==> config.mk <==
export PLATFORM = sky130hd
export DESIGN_NAME = sipo_deserializer_flat
export DESIGN_NICKNAME = d
export VERILOG_FILES = /design/src/rtl/sipo_deserializer_if.sv /design/src/rtl/sipo_deserializer.sv /design/src/flat_wrapper.sv
export SDC_FILE = /design/constraint.sdc
export NUM_CORES = 1
export LEC_CHECK = 0
export CAP_MARGIN = 5
export CORE_AREA = 2 2 39 41
export CTS_CLUSTER_SIZE = 12
export DETAILED_ROUTE_END_ITERATION = 10
export DIE_AREA = 0 0 41 43
export DONT_BUFFER_PORTS = 1
export MAX_ROUTING_LAYER = met4
export SLEW_MARGIN = 40
export SYNTH_ARGS = -nofsm -noshare
export SYNTH_HDL_FRONTEND = slang
export SYNTH_SLANG_ARGS = --single-unit
==> constraint.sdc <==
create_clock -name clk -period 3.6 [get_ports clk]
set_input_delay 0.36 -clock clk [delete_from_list [all_inputs] [get_ports clk]]
set_output_delay 0.36 -clock clk [all_outputs]
set_load 0.05 [all_outputs]
==> src/rtl/sipo_deserializer_if.sv <==
// Serial-in / parallel-out link bundle for sipo_deserializer.
// master: stream source + word consumer; slave: the deserializer.
interface sipo_deserializer_if #(
    parameter int WIDTH = 4
);
    logic             sin;
    logic             sin_valid;
    logic             sync;
    logic [WIDTH-1:0] pout;
    logic             pout_valid;
    logic             pout_ready;
    logic             busy;
    logic             overrun;
    logic             clear_ovr;

    modport master (
        output sin, sin_valid, sync, pout_ready, clear_ovr,
        input  pout, pout_valid, busy, overrun
    );

    modport slave (
        input  sin, sin_valid, sync, pout_ready, clear_ovr,
        output pout, pout_valid, busy, overrun
    );
endinterface

==> src/rtl/sipo_deserializer.sv <==
// LSB-first framed serial receiver; presents WIDTH-bit words on valid/ready.
// Ports: clk, reset_n (async low), bus (slave: sin/sin_valid/sync in, pout/pout_valid/busy/overrun out).
module sipo_deserializer #(
    parameter int WIDTH = 4
) (
    input logic                clk,
    input logic                reset_n,
    sipo_deserializer_if.slave bus
);
    localparam int CW = (WIDTH > 1) ? $clog2(WIDTH) : 1;
    localparam logic [CW-1:0] LAST = CW'(WIDTH - 1);

    logic [WIDTH-1:0] sh;
    logic [WIDTH-1:0] word;
    logic [WIDTH-1:0] pout_q;
    logic [CW-1:0]    cnt;
    logic [CW-1:0]    cnt_nxt;
    logic             pv_q;
    logic             ovr_q;
    logic             last_bit;
    logic             done;
    logic             ovr_ev;

    generate
        if (WIDTH == 1) begin : g_w1
            assign word = bus.sin;
        end else begin : g_wn
            assign word = {bus.sin, sh[WIDTH-1:1]};
        end
    endgenerate

    // sync forces the captured bit to be bit 0 of a fresh frame.
    always_comb begin
        last_bit = 1'b0;
        cnt_nxt  = cnt;
        if (WIDTH == 1) begin
            last_bit = 1'b1;
            cnt_nxt  = '0;
        end else if (bus.sync) begin
            cnt_nxt  = CW'(1);
        end else if (cnt == LAST) begin
            last_bit = 1'b1;
            cnt_nxt  = '0;
        end else begin
            cnt_nxt  = cnt + CW'(1);
        end
    end

    assign done   = bus.sin_valid & last_bit;
    assign ovr_ev = done & pv_q & ~bus.pout_ready;

    always_ff @(posedge clk or negedge reset_n) begin
        if (!reset_n) begin
            sh     <= '0;
            cnt    <= '0;
            pout_q <= '0;
            pv_q   <= 1'b0;
            ovr_q  <= 1'b0;
        end else begin
            if (bus.sin_valid) begin
                sh  <= word;
                cnt <= cnt_nxt;
            end
            // accept and reload may happen on the same edge
            if (done && (!pv_q || bus.pout_ready)) begin
                pout_q <= word;
                pv_q   <= 1'b1;
            end else if (!done && pv_q && bus.pout_ready) begin
                pv_q   <= 1'b0;
            end
            if (ovr_ev) begin
                ovr_q <= 1'b1;
            end else if (bus.clear_ovr) begin
                ovr_q <= 1'b0;
            end
        end
    end

    assign bus.pout       = pout_q;
    assign bus.pout_valid = pv_q;
    assign bus.busy       = (cnt != '0);
    assign bus.overrun    = ovr_q;
endmodule

==> src/flat_wrapper.sv <==
// flat-port wrapper written by rule: the top's interface ports become plain ports
module sipo_deserializer_flat 
#(
    parameter int WIDTH = 4
)
  (clk, reset_n, bus_sin, bus_sin_valid, bus_sync, bus_pout_ready, bus_clear_ovr, bus_pout, bus_pout_valid, bus_busy, bus_overrun);
  sipo_deserializer_if #(.WIDTH(WIDTH)) bus_i ();
  input logic clk;
  input logic reset_n;
  input wire logic [$bits(bus_i.sin)-1:0] bus_sin;
  input wire logic [$bits(bus_i.sin_valid)-1:0] bus_sin_valid;
  input wire logic [$bits(bus_i.sync)-1:0] bus_sync;
  input wire logic [$bits(bus_i.pout_ready)-1:0] bus_pout_ready;
  input wire logic [$bits(bus_i.clear_ovr)-1:0] bus_clear_ovr;
  output wire logic [$bits(bus_i.pout)-1:0] bus_pout;
  output wire logic [$bits(bus_i.pout_valid)-1:0] bus_pout_valid;
  output wire logic [$bits(bus_i.busy)-1:0] bus_busy;
  output wire logic [$bits(bus_i.overrun)-1:0] bus_overrun;
  assign bus_i.sin = bus_sin;
  assign bus_i.sin_valid = bus_sin_valid;
  assign bus_i.sync = bus_sync;
  assign bus_i.pout_ready = bus_pout_ready;
  assign bus_i.clear_ovr = bus_clear_ovr;
  assign bus_pout = bus_i.pout;
  assign bus_pout_valid = bus_i.pout_valid;
  assign bus_busy = bus_i.busy;
  assign bus_overrun = bus_i.overrun;
  sipo_deserializer #(.WIDTH(WIDTH)) u_core (.clk(clk), .reset_n(reset_n), .bus(bus_i));
endmodule
Yosys cells after proc, flatten, opt, wreduce, memory -nomap -nowiden
Cells that the tools add are included.
- add/subtract/negate cells: 1
- $mul: 0
- div/mod/pow operators: 0
- magnitude comparators: 0
- equality and inequality tests: 1
- shift-type cells: 0
- muxes and demuxes: 8
- bitwise operators: 4
- reductions and logical operators: 9
- operators by type and width (operator ; count):
    $mux W1 ; 6
    $reduce_bool A2 Y1 ; 3
    $mux W2 ; 2
    $and A1 B1 Y1 ; 3
    $logic_and A1 B1 Y1 ; 3
    $add A2 B1 Y2 const B ; 1
    $eq A2 B2 Y1 const B ; 1
    $logic_not A1 Y1 ; 2
    $logic_or A1 B1 Y1 ; 1
    $not A1 Y1 ; 1
- register bits after elaboration: 12
- latch bits: 0
- bits in writable memories: 0
- bits in read-only memories: 0
- bits of input ports: 7
- output and inout bits: 7
- word-level logic and storage cells: 28
- memories kept: 0

Logic depth before layout (Yosys ltp)
- depth after elaboration: 9
- mapped depth: 4

Worst setup path before layout
Ideal clock, no wire load.
- path type: flip-flop to flip-flop
- start: register u_core.pv_q, in the netlist u_core.bus.pout_valid
- end: register u_core.pout_q[3], in the netlist u_core.bus.pout[3]
- setup time: 0.125 ns
- data arrival time: 1.244 ns
- required time: 3.475 ns
- setup slack: 2.231 ns
- stages on the path, launching flop included: 4
- buffers on the path: 0
- period minus slack after synthesis: 1.369 ns
- cells stage by stage: dfrtp_1 nand2b_1 nor2b_4 mux2_2
- word-level cells in the longest chain between the ends: 3
- RTL lines (what ; line ; text):
    start: declaration ; sipo_deserializer.sv:18 ; logic pv_q;
    start signal: assignment ; sipo_deserializer.sv:57 ; pv_q <= 1'b0;
    start signal: assignment ; sipo_deserializer.sv:67 ; pv_q <= 1'b1;
    start signal: assignment ; sipo_deserializer.sv:69 ; pv_q <= 1'b0;
    $logic_not A1 Y1 ; sipo_deserializer.sv:65 ; if (done && (!pv_q || bus.pout_ready)) begin
    $logic_or A1 B1 Y1 ; sipo_deserializer.sv:65 ;
    $logic_and A1 B1 Y1 ; sipo_deserializer.sv:65 ;
    end signal: assignment ; sipo_deserializer.sv:66 ; pout_q <= word;
    end: declaration ; sipo_deserializer.sv:15 ; logic [WIDTH-1:0] pout_q;
No other way between the ends.
A chain may end at the register's enable or synchronous reset.

Final worst setup path
- start: register u_core.cnt[0]
- end: output port bus_busy
- word-level cells in the longest chain between the ends: 1
- RTL lines (what ; line ; text):
    start: declaration ; sipo_deserializer.sv:16 ; logic [CW-1:0] cnt;
    start signal: assignment ; sipo_deserializer.sv:62 ; cnt <= cnt_nxt;
    $reduce_bool A2 Y1 ; sipo_deserializer.sv:81 ; assign bus.busy = (cnt != '0);
    end: declaration ; flat_wrapper.sv:17 ; output wire logic [$bits(bus_i.busy)-1:0] bus_busy;
No other way between the ends.

==> results.toml <==
[global_route]
grt_overflow_total = 0
grt_pass1_vias = 273
grt_pass1_wl_um = 1150
antenna_found_initial = 0
grt_max_degree = 12
grt_usage_pct = 11.3

[critical_path]
endpoint_kind = "primary output"
rrSetupSlack_ns = 2.16
setup.worst_path.start = "u_core.cnt[0]"
required_ns = 3.24
rr_startpoint = "u_core.bus.pout_valid"
critPathMaxFanout = 3
critical_path_class = "register to primary output"
cp.arrival_ns = 1.21
worstReg2RegEnd = "u_core.bus.pout[2]"
startpoint_type = "register"
r2r_cells = 3

[clock_tree]
cts_root_buf = "clkbuf_4"
cts_tree = "built"
insertion_delay_ns = 0.26
cts.sinks = 11
cts-buffers-inserted = 3
cts_resized = 0
cts_setup_buffers = 0
clk_pin_slew_ns = 0.07
htree_levels = 1
ctsLongestPathBuffers = 2

[yosys]
yosysTopAreaCell = "dfrtp_1"
ys_ff_latch = 11
synth_area_leaders = "dfrtp_1 57%, mux2_2 16%, ha_1 5.2%"
synth-warning-count = 0
synth.distinct_cells = 13
syn_inst = 35
syn-num-nets = 44
syn_area_um2 = 482
synth_top_cell_area_share_pct = 57.1
synth_area_per_cell_um2 = 13.8
synth_seq_area_share_pct = 57.1

[timing]
hold_viol = 0
slew_headroom_pct = 68.2
drv_slew = 0
hold_ws_ns = 0.190
rsz0062_at_grt = "no"
finalSetupViolations = 0
setup_tns_ns = 0
post-route-period-util_pct = 43.7
tightestPinTransition_ns = 0.475
fin_crit_ns = 1.57
timing.fmax_ghz = 0.636
finalClockSkew_ns = 0.00610

[pwr]
leakage_uw = 0.000259
peakVddDrop_mv = 0.338
fin_total_pwr_uw = 386
powerDensity_mw_per_mm2 = 733

[routing]
ant_nets = 0
drc = 0
drt-total-wl_um = 733
wl_per_cell_um = 13.3
drt-pass1-iter-count = 2
first_iter_violations = 2
vias_per_cell = 4.98
vias = 274

[placed_design]
post-dp-hpwl_um = 574
portBuffers = 0
dpl_cell_area_um2 = 490
gp_congestion = 0.636

[floorplanning]
fp.coreArea_mm2 = 0.00138
num_io_pins = 14
initial_core_util_pct = 34.8
die_w_um = 41
die_area_mm2 = 0.00176
rows = 14
die_h_um = 43

[min_path]
hp-start = "bus_sin_valid"
hp-class = "input pin to register"
holdPathStages = 1
whs_endpoint = "u_core.cnt[1]"

[final_layout]
drive_gt1_share_pct = 30.8
syn2layout_area_growth_pct = 9.35
diodes = 0
fin_area_um2 = 527
nets = 49

[run]
drv_cap = 0

[outcome]
status = "finished clean"
what timing repair did:
action | in CTS | in global routing
endpoints found under the hold margin | 11 | 0
hold buffers | 1 | 0
setup endpoints to repair | 0 | 0
cell families (layout without fill, tap and decap cells):
kind of cell / after synthesis / in the layout / share of synthesized area [%]
mux: 7 / 7 / 16.4
compound gates: 4 / 4 / 4.42
fa+ha+maj: 2 / 2 / 5.19
flops: 11 / 11 / 57.1
simple gates: 6 / 6 / 11.4
buf+inv: 5 / 9 / 5.45
stage by stage:
step,utilization [%],setup WS [ns],instances
after floorplan,-,2.23,35
after global placement,35.4,2.19,50
after detailed placement,35.4,2.16,50
after CTS,38.1,2.00,55
after global routing,38.1,1.95,55
final,38.1,2.03,55
layout make-up:
cell class | instances | area (µm²)
fillers | 129 | 857
flip-flops and latches | 11 | 275
multi-input cells | 19 | 180
clock buffers | 4 | 26.3
well taps | 16 | 20.0
inverters | 4 | 15.0
repair buffers | 1 | 10.0
layer usage:
metal	vias to the layer above	track usage [%]	wire [µm]
met3	0	10.5	91
met2	13	15.6	361
met5	-	-	0
met4	0	6.00	0
li1	123	-	-
met1	138	9.80	281
synthesized netlist by cell type:
library cell	number
mux2_2	7
o21ai_0	3
nand2_1	1
ha_1	2
nand3b_1	1
o22ai_1	1
nor2b_4	1
nor2_1	1
dfrtp_1	11
buf_6	1
nand2b_1	1
nand3b_4	1
inv_1	4
flip-flops by register name, indices dropped and copies added (netlist names):
signal and count:
u_core.bus.pout 4, u_core.bus.overrun 1, u_core.sh 3, u_core.bus.pout_valid 1, u_core.cnt 2
worst max path at each step:
| stage | endpoint | slack [ns] | cells past startpoint |
|---|---|---|---|
| 3_5_place_dp | u_core.bus.pout[2] | 2.16 | 3 |
| 5_1_grt | bus_busy | 1.95 | 3 |
| 2_1_floorplan | u_core.bus.pout[3] | 2.23 | 3 |
| 6_report | bus_busy | 2.03 | 3 |
| 4_1_cts | bus_busy | 2.00 | 3 |
| 3_3_place_gp | u_core.bus.pout[2] | 2.19 | 3 |
placed cells by master (no fill, tap or decap), drive strengths merged:
cell / synthesis / final
ha: 2 / 2
dfrtp: 11 / 11
o22ai: 1 / 1
dlygate4sd3: 0 / 1
nand2: 1 / 1
o21ai: 3 / 3
mux2: 7 / 7
inv: 4 / 4
nand3b: 2 / 2
clkbuf: 0 / 4
nor2b: 1 / 1
nand2b: 1 / 1
nor2: 1 / 1
worst max-delay path, cell delays in order, from the launching register on:
cell     delay [ns]
dfrtp_1        0.37
inv_1          0.07
ha_1           0.19
inv_1          0.32
power by group:
group | leakage [µW] | internal (µW) | switching, µW | total (µW)
sequential | 0.000137 | 153 | 102 | 255
clock | 0.0000150 | 42.8 | 37.3 | 80.0
combinational | 0.000107 | 27.7 | 23.7 | 51.4
total | 0.000259 | 224 | 163 | 386
(Power assumes the default switching activity.)
